### src/rtl/nonce_sweeper_if.sv
// Hasher-facing bus of nonce_sweeper: header out under valid/ready,
// digest back under a single valid strobe.
interface nonce_sweeper_if #(
    parameter int TEMPLATE_W = 608
);
    logic [TEMPLATE_W+31:0] hdr_out;
    logic                   hdr_valid;
    logic                   hdr_ready;
    logic [255:0]           digest_in;
    logic                   digest_valid;

    modport master (
        output hdr_out,
        output hdr_valid,
        input  hdr_ready,
        input  digest_in,
        input  digest_valid
    );

    modport slave (
        input  hdr_out,
        input  hdr_valid,
        output hdr_ready,
        output digest_in,
        output digest_valid
    );
endinterface

### src/rtl/nonce_sweeper.sv
// Nonce sweeper: walks a nonce range, hands each header to an external double-SHA256
// hasher and stops on the first digest below target. NONCE_LIMIT_EN adds a nonce_end port.
module nonce_sweeper #(
    parameter int TEMPLATE_W = 608
) (
    input  logic                  clk,
    input  logic                  rst_n,
    input  logic                  start,
    input  logic                  abort,
    input  logic [TEMPLATE_W-1:0] template_in,
    input  logic [31:0]           nonce_start,
`ifdef NONCE_LIMIT_EN
    input  logic [31:0]           nonce_end,
`endif
    input  logic [255:0]          target,
    nonce_sweeper_if.master       hsh,
    output logic                  busy,
    output logic                  found,
    output logic                  exhausted,
    output logic [31:0]           found_nonce,
    output logic [31:0]           attempts
);
    typedef enum logic [2:0] {IDLE, ISSUE, WAIT, CHECK, DONE} state_t;

    state_t                state_q;
    state_t                state_d;
    logic [TEMPLATE_W-1:0] tmpl_q;
    logic [31:0]           nonce_q;
    logic [31:0]           last_q;
    logic [255:0]          target_q;
    logic [255:0]          digest_q;
    logic                  idle_like;
    logic                  accept;
    logic                  hit;
    logic                  at_last;

    assign idle_like = (state_q == IDLE) || (state_q == DONE);
    assign accept    = start && idle_like && !abort;
    assign hit       = digest_q < target_q;
    assign at_last   = nonce_q == last_q;

    always_ff @(posedge clk or negedge rst_n) begin
        if (!rst_n) begin
            state_q <= IDLE;
        end else begin
            state_q <= state_d;
        end
    end

    always_comb begin
        state_d = state_q;
        case (state_q)
            IDLE, DONE: if (start)            state_d = ISSUE;
            ISSUE:      if (hsh.hdr_ready)    state_d = WAIT;
            WAIT:       if (hsh.digest_valid) state_d = CHECK;
            CHECK:      state_d = (hit || at_last) ? DONE : ISSUE;
            default:    state_d = IDLE;
        endcase
        if (abort) begin
            state_d = IDLE;
        end
    end

    // Abort only clears the result flags; attempts survives so software can see how far it got.
    always_ff @(posedge clk or negedge rst_n) begin
        if (!rst_n) begin
            tmpl_q      <= '0;
            nonce_q     <= '0;
            last_q      <= '0;
            target_q    <= '0;
            digest_q    <= '0;
            found       <= 1'b0;
            exhausted   <= 1'b0;
            found_nonce <= '0;
            attempts    <= '0;
        end else if (abort) begin
            found     <= 1'b0;
            exhausted <= 1'b0;
        end else if (accept) begin
            tmpl_q    <= template_in;
            nonce_q   <= nonce_start;
`ifdef NONCE_LIMIT_EN
            last_q    <= nonce_end;
`else
            last_q    <= nonce_start - 32'd1;
`endif
            target_q  <= target;
            found     <= 1'b0;
            exhausted <= 1'b0;
            attempts  <= '0;
        end else if (state_q == WAIT && hsh.digest_valid) begin
            digest_q <= hsh.digest_in;
        end else if (state_q == CHECK) begin
            if (attempts != 32'hFFFF_FFFF) begin
                attempts <= attempts + 32'd1;
            end
            if (hit) begin
                found       <= 1'b1;
                found_nonce <= nonce_q;
            end else if (at_last) begin
                exhausted <= 1'b1;
            end else begin
                nonce_q <= nonce_q + 32'd1;
            end
        end
    end

    // The nonce sits little-endian in the last header word, as the hasher expects raw header bytes.
    assign hsh.hdr_out   = {tmpl_q, nonce_q[7:0], nonce_q[15:8], nonce_q[23:16], nonce_q[31:24]};
    assign hsh.hdr_valid = (state_q == ISSUE);
    assign busy          = (state_q == ISSUE) || (state_q == WAIT) || (state_q == CHECK);
endmodule

### src/flat_wrapper.sv
// flat-port wrapper written by rule: the top's interface ports become plain ports
module nonce_sweeper_flat 
#(
    parameter int TEMPLATE_W = 608
)
  (clk, rst_n, start, abort, template_in, nonce_start, target, busy, found, exhausted, found_nonce, attempts, hsh_hdr_out, hsh_hdr_valid, hsh_hdr_ready, hsh_digest_in, hsh_digest_valid);
  nonce_sweeper_if #(.TEMPLATE_W(TEMPLATE_W)) hsh_i ();
  input  logic clk;
  input  logic rst_n;
  input  logic start;
  input  logic abort;
  input  logic [TEMPLATE_W-1:0] template_in;
  input  logic [31:0] nonce_start;
  input  logic [255:0] target;
  output logic busy;
  output logic found;
  output logic exhausted;
  output logic [31:0] found_nonce;
  output logic [31:0] attempts;
  output wire logic [$bits(hsh_i.hdr_out)-1:0] hsh_hdr_out;
  output wire logic [$bits(hsh_i.hdr_valid)-1:0] hsh_hdr_valid;
  input wire logic [$bits(hsh_i.hdr_ready)-1:0] hsh_hdr_ready;
  input wire logic [$bits(hsh_i.digest_in)-1:0] hsh_digest_in;
  input wire logic [$bits(hsh_i.digest_valid)-1:0] hsh_digest_valid;
  assign hsh_hdr_out = hsh_i.hdr_out;
  assign hsh_hdr_valid = hsh_i.hdr_valid;
  assign hsh_i.hdr_ready = hsh_hdr_ready;
  assign hsh_i.digest_in = hsh_digest_in;
  assign hsh_i.digest_valid = hsh_digest_valid;
  nonce_sweeper #(.TEMPLATE_W(TEMPLATE_W)) u_core (.clk(clk), .rst_n(rst_n), .start(start), .abort(abort), .template_in(template_in), .nonce_start(nonce_start), .target(target), .hsh(hsh_i), .busy(busy), .found(found), .exhausted(exhausted), .found_nonce(found_nonce), .attempts(attempts));
endmodule
### config.mk
export PLATFORM = sky130hd
export DESIGN_NAME = nonce_sweeper_flat
export DESIGN_NICKNAME = d
export VERILOG_FILES = /design/src/rtl/nonce_sweeper_if.sv /design/src/rtl/nonce_sweeper.sv /design/src/flat_wrapper.sv
export SDC_FILE = /design/constraint.sdc
export NUM_CORES = 2
export LEC_CHECK = 0
export ABC_CLOCK_PERIOD_IN_PS = 4200
export BUFFER_PORTS_ARGS = -buffer_cell sky130_fd_sc_hd__buf_4
export CORE_AREA = 8 8 722 724
export CTS_BUF_LIST = sky130_fd_sc_hd__clkbuf_16
export CTS_CLUSTER_SIZE = 8
export DETAILED_ROUTE_END_ITERATION = 7
export DIE_AREA = 0 0 730 732
export PLACE_DENSITY_LB_ADDON = 0.25
export SYNTH_ARGS = -nofsm -noshare
export SYNTH_HDL_FRONTEND = slang
export SYNTH_SLANG_ARGS = --single-unit
### constraint.sdc
create_clock -name clk -period 4.2 [get_ports clk]
set_input_delay 0.21 -clock clk [delete_from_list [all_inputs] [get_ports clk]]
set_output_delay 0.21 -clock clk [all_outputs]
set_load 0.02 [all_outputs]
After elaboration in Yosys (flattened, before gate mapping) --
Index checks and enable logic that the tools add are counted.
Cells by class: add/sub/neg operators 3, $mul 0, divide/modulo/power cells 0, order comparisons 1, equality and inequality tests 14, shifts and indexed selects 0, multiplexer cells 26, bitwise gates (word level) 3, reductions and logical operators 23
Operators with widths (number):
- two-way mux 32 bit | 9
- < comparator 256 bit | 1
- adder 32 x 1 -> 32 bit, second input constant | 2
- equality test 32 bit | 1
- != test 32 bit, second input constant | 1
- subtractor 32 x 1 -> 32 bit, second input constant | 1
- two-way mux 3 bit | 5
- case mux 3 bit (4 select lines) | 1
- two-way mux 1 bit | 11
- AND reduction 5 bit | 2
- != test 3 x 2 -> 1 bit, second input constant | 3
- AND reduction 3 bit | 3
- nonzero test 3 bit | 3
- AND reduction 4 bit | 2
- equality test 3 x 2 -> 1 bit, second input constant | 2
- != test 2 x 1 -> 1 bit, second input constant | 3
- != test 3 bit, second input constant | 2
- logical OR 1 bit | 4
- nonzero test 2 bit | 2
- equality test 3 x 1 -> 1 bit, second input constant | 1
- equality test 3 bit, second input constant | 1
- logical AND 1 bit | 3
- logical NOT 3 bit | 1
- inverter 1 bit | 3
- 3 further kinds | 3
Word-level totals: bits in registers 1253, bits in latches 0, memory bits (writable) 0, bits in read-only memories 0, input port bits 1158, memories kept 0

Depth between registers and ports, before layout --
word-level depth 7, gate-level depth with buffers 14, gate-level depth less buffers 12

Worst setup path before layout --
OpenSTA, ideal clock, no wires.
path kind register -> register, start point register u_core.digest_q[149], end point register u_core.found_nonce[10], setup time 0.125 ns, data arrival time 3.030 ns, data required time 4.075 ns, path slack 1.045 ns, cell stages (with the launch flop) 14, path buffers 2, clock period less this slack 3.155 ns, cell sequence dfrtp_1 > ha_1 > a21o_1 > a21o_1 > a221o_1 > a2111oi_2 > a2bb2oi_1 > o22ai_1 > nor3_4 > and2_1 > buf_4 > nand2_4 > buf_6 > mux2_4
On the way: word-level cells in the longest chain between the ends 2
RTL lines:
- start, declared | line nonce_sweeper.sv:31 | logic [255:0] digest_q;
- start signal, assigned | line nonce_sweeper.sv:92 | digest_q <= hsh.digest_in;
- < comparator 256 bit | line nonce_sweeper.sv:39 | assign hit = digest_q < target_q;
- AND reduction 5 bit (no line)
- end signal, assigned | line nonce_sweeper.sv:99 | found_nonce <= nonce_q;
- end, declared | line nonce_sweeper.sv:20 | output logic [31:0] found_nonce,
Every way passes these cells. A chain may end at the register's enable or synchronous reset.

Final worst setup path --
start point register u_core.digest_q[251], end point register u_core.nonce_q[12]
On the way: word-level cells in the longest chain between the ends 3
RTL lines:
- < comparator 256 bit | line nonce_sweeper.sv:39
- != test 2 x 1 -> 1 bit (no line)
- AND reduction 5 bit (no line)
- end signal, assigned | line nonce_sweeper.sv:81 | nonce_q <= nonce_start;
- end signal, assigned | line nonce_sweeper.sv:103 | nonce_q <= nonce_q + 32'd1;
- end, declared | line nonce_sweeper.sv:28 | logic [31:0] nonce_q;
Every way passes these cells.

==> impl_metrics.env <==
export IMPL_path_class="flop to flop"
export IMPL_final_util=0.189
export IMPL_grtUsageTotal=0.152
export IMPL_cts_root_buffer="clkbuf_16"
export IMPL_grt_max_degree=128
export IMPL_antenna_found_initial=320
export IMPL_wirelength_mm=423
export IMPL_design_core_area_um2=510000
export IMPL_setup_viol=0
export IMPL_port_buffers=1865
export IMPL_ioPinCount=1866
export IMPL_hold_viol_final=0
export IMPL_end_kind="flop"
export IMPL_period_share=0.915
export IMPL_p_per_area_nw_per_um2=488
export IMPL_async_reset_ff_frac=1.00
export IMPL_holdWs_ns=0.117
export IMPL_drcViolationCount=0
export IMPL_die_x_um=730
export IMPL_cts_buffers=193
export IMPL_synth_edff_count=0
export IMPL_tightest_slew_ns=1.21
export IMPL_layout_commonest_cell="nand2_1"
export IMPL_peakVddDrop_mv=0.324
export IMPL_place_hpwl_mm=353
export IMPL_numClockSinks=1253
export IMPL_synth_yosys_seq_area_share=0.575
export IMPL_nets=10253
export IMPL_period_needed_ns=3.84
export IMPL_vias_per_cell=3.42
export IMPL_slew_headroom=0.185
export IMPL_p_total_uw=47000
export IMPL_cts_tree="yes"
export IMPL_yosys_register_bits=1253
export IMPL_first_global_vias=57001
export IMPL_cp_max_fo=8
export IMPL_critPathRequiredTime_ns=4.92
export IMPL_crit_arrival_ns=4.56
export IMPL_antenna_left=0
export IMPL_maxCapViolCount=0
export IMPL_fmax_ghz=0.260
export IMPL_netlist_instances=5613
export IMPL_first_pass_iters=5
export IMPL_critPathLaunchType="flop"
export IMPL_status="complete, no violations"
export IMPL_yosysUniqueCellTypes=59
export IMPL_htree_num_levels=4
export IMPL_synthesis_nets=7029
export IMPL_clockBufferDepth=4
export IMPL_clkLatencyLatePin_ns=0.91
export IMPL_skew_ns=0.0874
export IMPL_vias=54037
export IMPL_synth_area_per_cell_um2=9.71
export IMPL_p_leak_uw=0.0460
export IMPL_rsz0062_at_grt="false"
export IMPL_area_growth_pct=76.5
export IMPL_yosys_warnings=0
export IMPL_clkSlewWorstSetupHoldPaths_ns=0.05
export IMPL_ys_flop_type="dfrtp_1"
export IMPL_fp_row_count=263
export IMPL_initial_core_util=0.107
export IMPL_finalMaxSlewViolations=0
export IMPL_netlist_area_um2=54500
export IMPL_layout_drive_gt1_share=0.287
export IMPL_hold_path_class="primary input to flop"
export IMPL_overflow=0
export IMPL_die_y_um=732
export IMPL_drt_iter0_drc=3096
export IMPL_final_cell_mix="nand2_1, buf_4, dlygate4sd3_1"
export IMPL_tns_ns=0
export IMPL_dieArea_um2=534000
export IMPL_place_gp_congestion=0.940
export IMPL_wl_per_cell_um=26.7
export IMPL_grt_pass1_wl_mm=551
[state kept, by name (all words and copies together), names as in the netlist]
name,count
u_core.found_nonce,32
u_core.digest_q,256
u_core.state_q,3
u_core.found,1
u_core.nonce_q,32
u_core.last_q,32
u_core.attempts,32
u_core.target_q,256
u_core.exhausted,1
u_core.tmpl_q,608
[path summary, 6_finish.rpt]
check,start,end,slack (ns),cells past startpoint
worst max-delay path,u_core.digest_q[251],u_core.nonce_q[12],0.36,17
worst min-delay path,target[168],u_core.target_q[168],0.12,4
worst max register to register,u_core.digest_q[251],u_core.nonce_q[12],0.36,17
worst min register to register,u_core.tmpl_q[353],u_core.tmpl_q[353],0.47,2
max in group asynchronous,rst_n,u_core.target_q[129],2.35,4
min in group asynchronous,rst_n,u_core.digest_q[164],0.67,3
[power by group]
group | switching (uW) | internal, uW | total, uW | leakage [uW]
logic | 9050 | 6350 | 15400 | 0.0276
clock network | 6340 | 8540 | 14900 | 0.00275
registers | 1850 | 14900 | 16700 | 0.0157
total | 17200 | 29700 | 47000 | 0.0460
[routing by layer]
| metal | global-route usage | vias up | routed length [um] |
|---|---|---|---|
| met5 | 0 | - | 514 |
| met4 | 0.0406 | 82 | 13300 |
| met3 | 0.0511 | 673 | 34700 |
| met2 | 0.243 | 2067 | 190000 |
| met1 | 0.195 | 26342 | 184000 |
| li1 | - | 24873 | - |
[per-stage QoR]
step / worst slack (ns) / std cells / instance area (um2)
finish: 0.358 / 15804 / 96200
global route: 0.0453 / 15732 / 96100
CTS: 0.00368 / 15659 / 95900
detailed placement: -1.37 / 14117 / 77500
global placement: -1.47 / 14117 / 77500
floorplan: 1.05 / 5613 / 54500
[cells in the mapped netlist, drive strengths merged, types with 14 or more instances]
library cell	count	share of area
xnor2	30	0.0048
nor3	23	0.0023
and4	14	0.0022
nand2	2242	0.15
nand3	53	0.0049
a21o	33	0.0045
clkbuf	245	0.017
o21ai	354	0.032
mux2	290	0.062
dfrtp	1253	0.58
and3	19	0.0022
a21oi	108	0.0099
buf	16	0.0016
nor4	30	0.0034
ha	258	0.059
a211oi	16	0.0022
a31oi	18	0.0021
inv	271	0.019
xor2	55	0.0088
nand4	59	0.0068
nor2	94	0.0065
[critical path, cell delays in order (launching register included)]
cell	delay (ns)
dfrtp_1	0.37
ha_1	0.34
nand4_1	0.20
nor4_4	0.37
buf_4	0.21
nand4_1	0.16
nor3_2	0.24
nand3_2	0.09
buf_4	0.20
nor3_4	0.24
o31ai_4	0.13
buf_12	0.17
buf_4	0.15
buf_4	0.13
a211oi_1	0.23
buf_4	0.20
mux2i_1	0.19
nand2_1	0.06
[cell type report]
type	count	area (um2)
Clock inverter	66	534
Timing Repair Buffer	3290	28400
Sequential cell	1253	31400
Inverter	271	1020
Tap cell	6757	8450
Antenna cell	144	360
Clock buffer	195	4880
Fill cell	56802	414000
Multi-Input combinational cell	3828	21300
[what timing repair did]
action,CTS,global route
setup endpoints to repair,68,42
hold buffers,1279,0
gates resized for setup,11,1
endpoints found under the hold margin,2054,0
gates cloned,0,0
buffers inserted,2,1
pin swaps,4,1
[kinds of logic after synthesis]
kind of cell	Yosys count	share of synthesized area
AO/OA/AOI/OAI	605	0.0629
adder cells (fa/ha/maj)	258	0.0592
multiplexers	295	0.0628
buffers and inverters	532	0.0372
flip-flops	1253	0.575
XOR/XNOR	85	0.0137
AND/OR/NAND/NOR	2585	0.189
(Power assumes the default switching activity.)
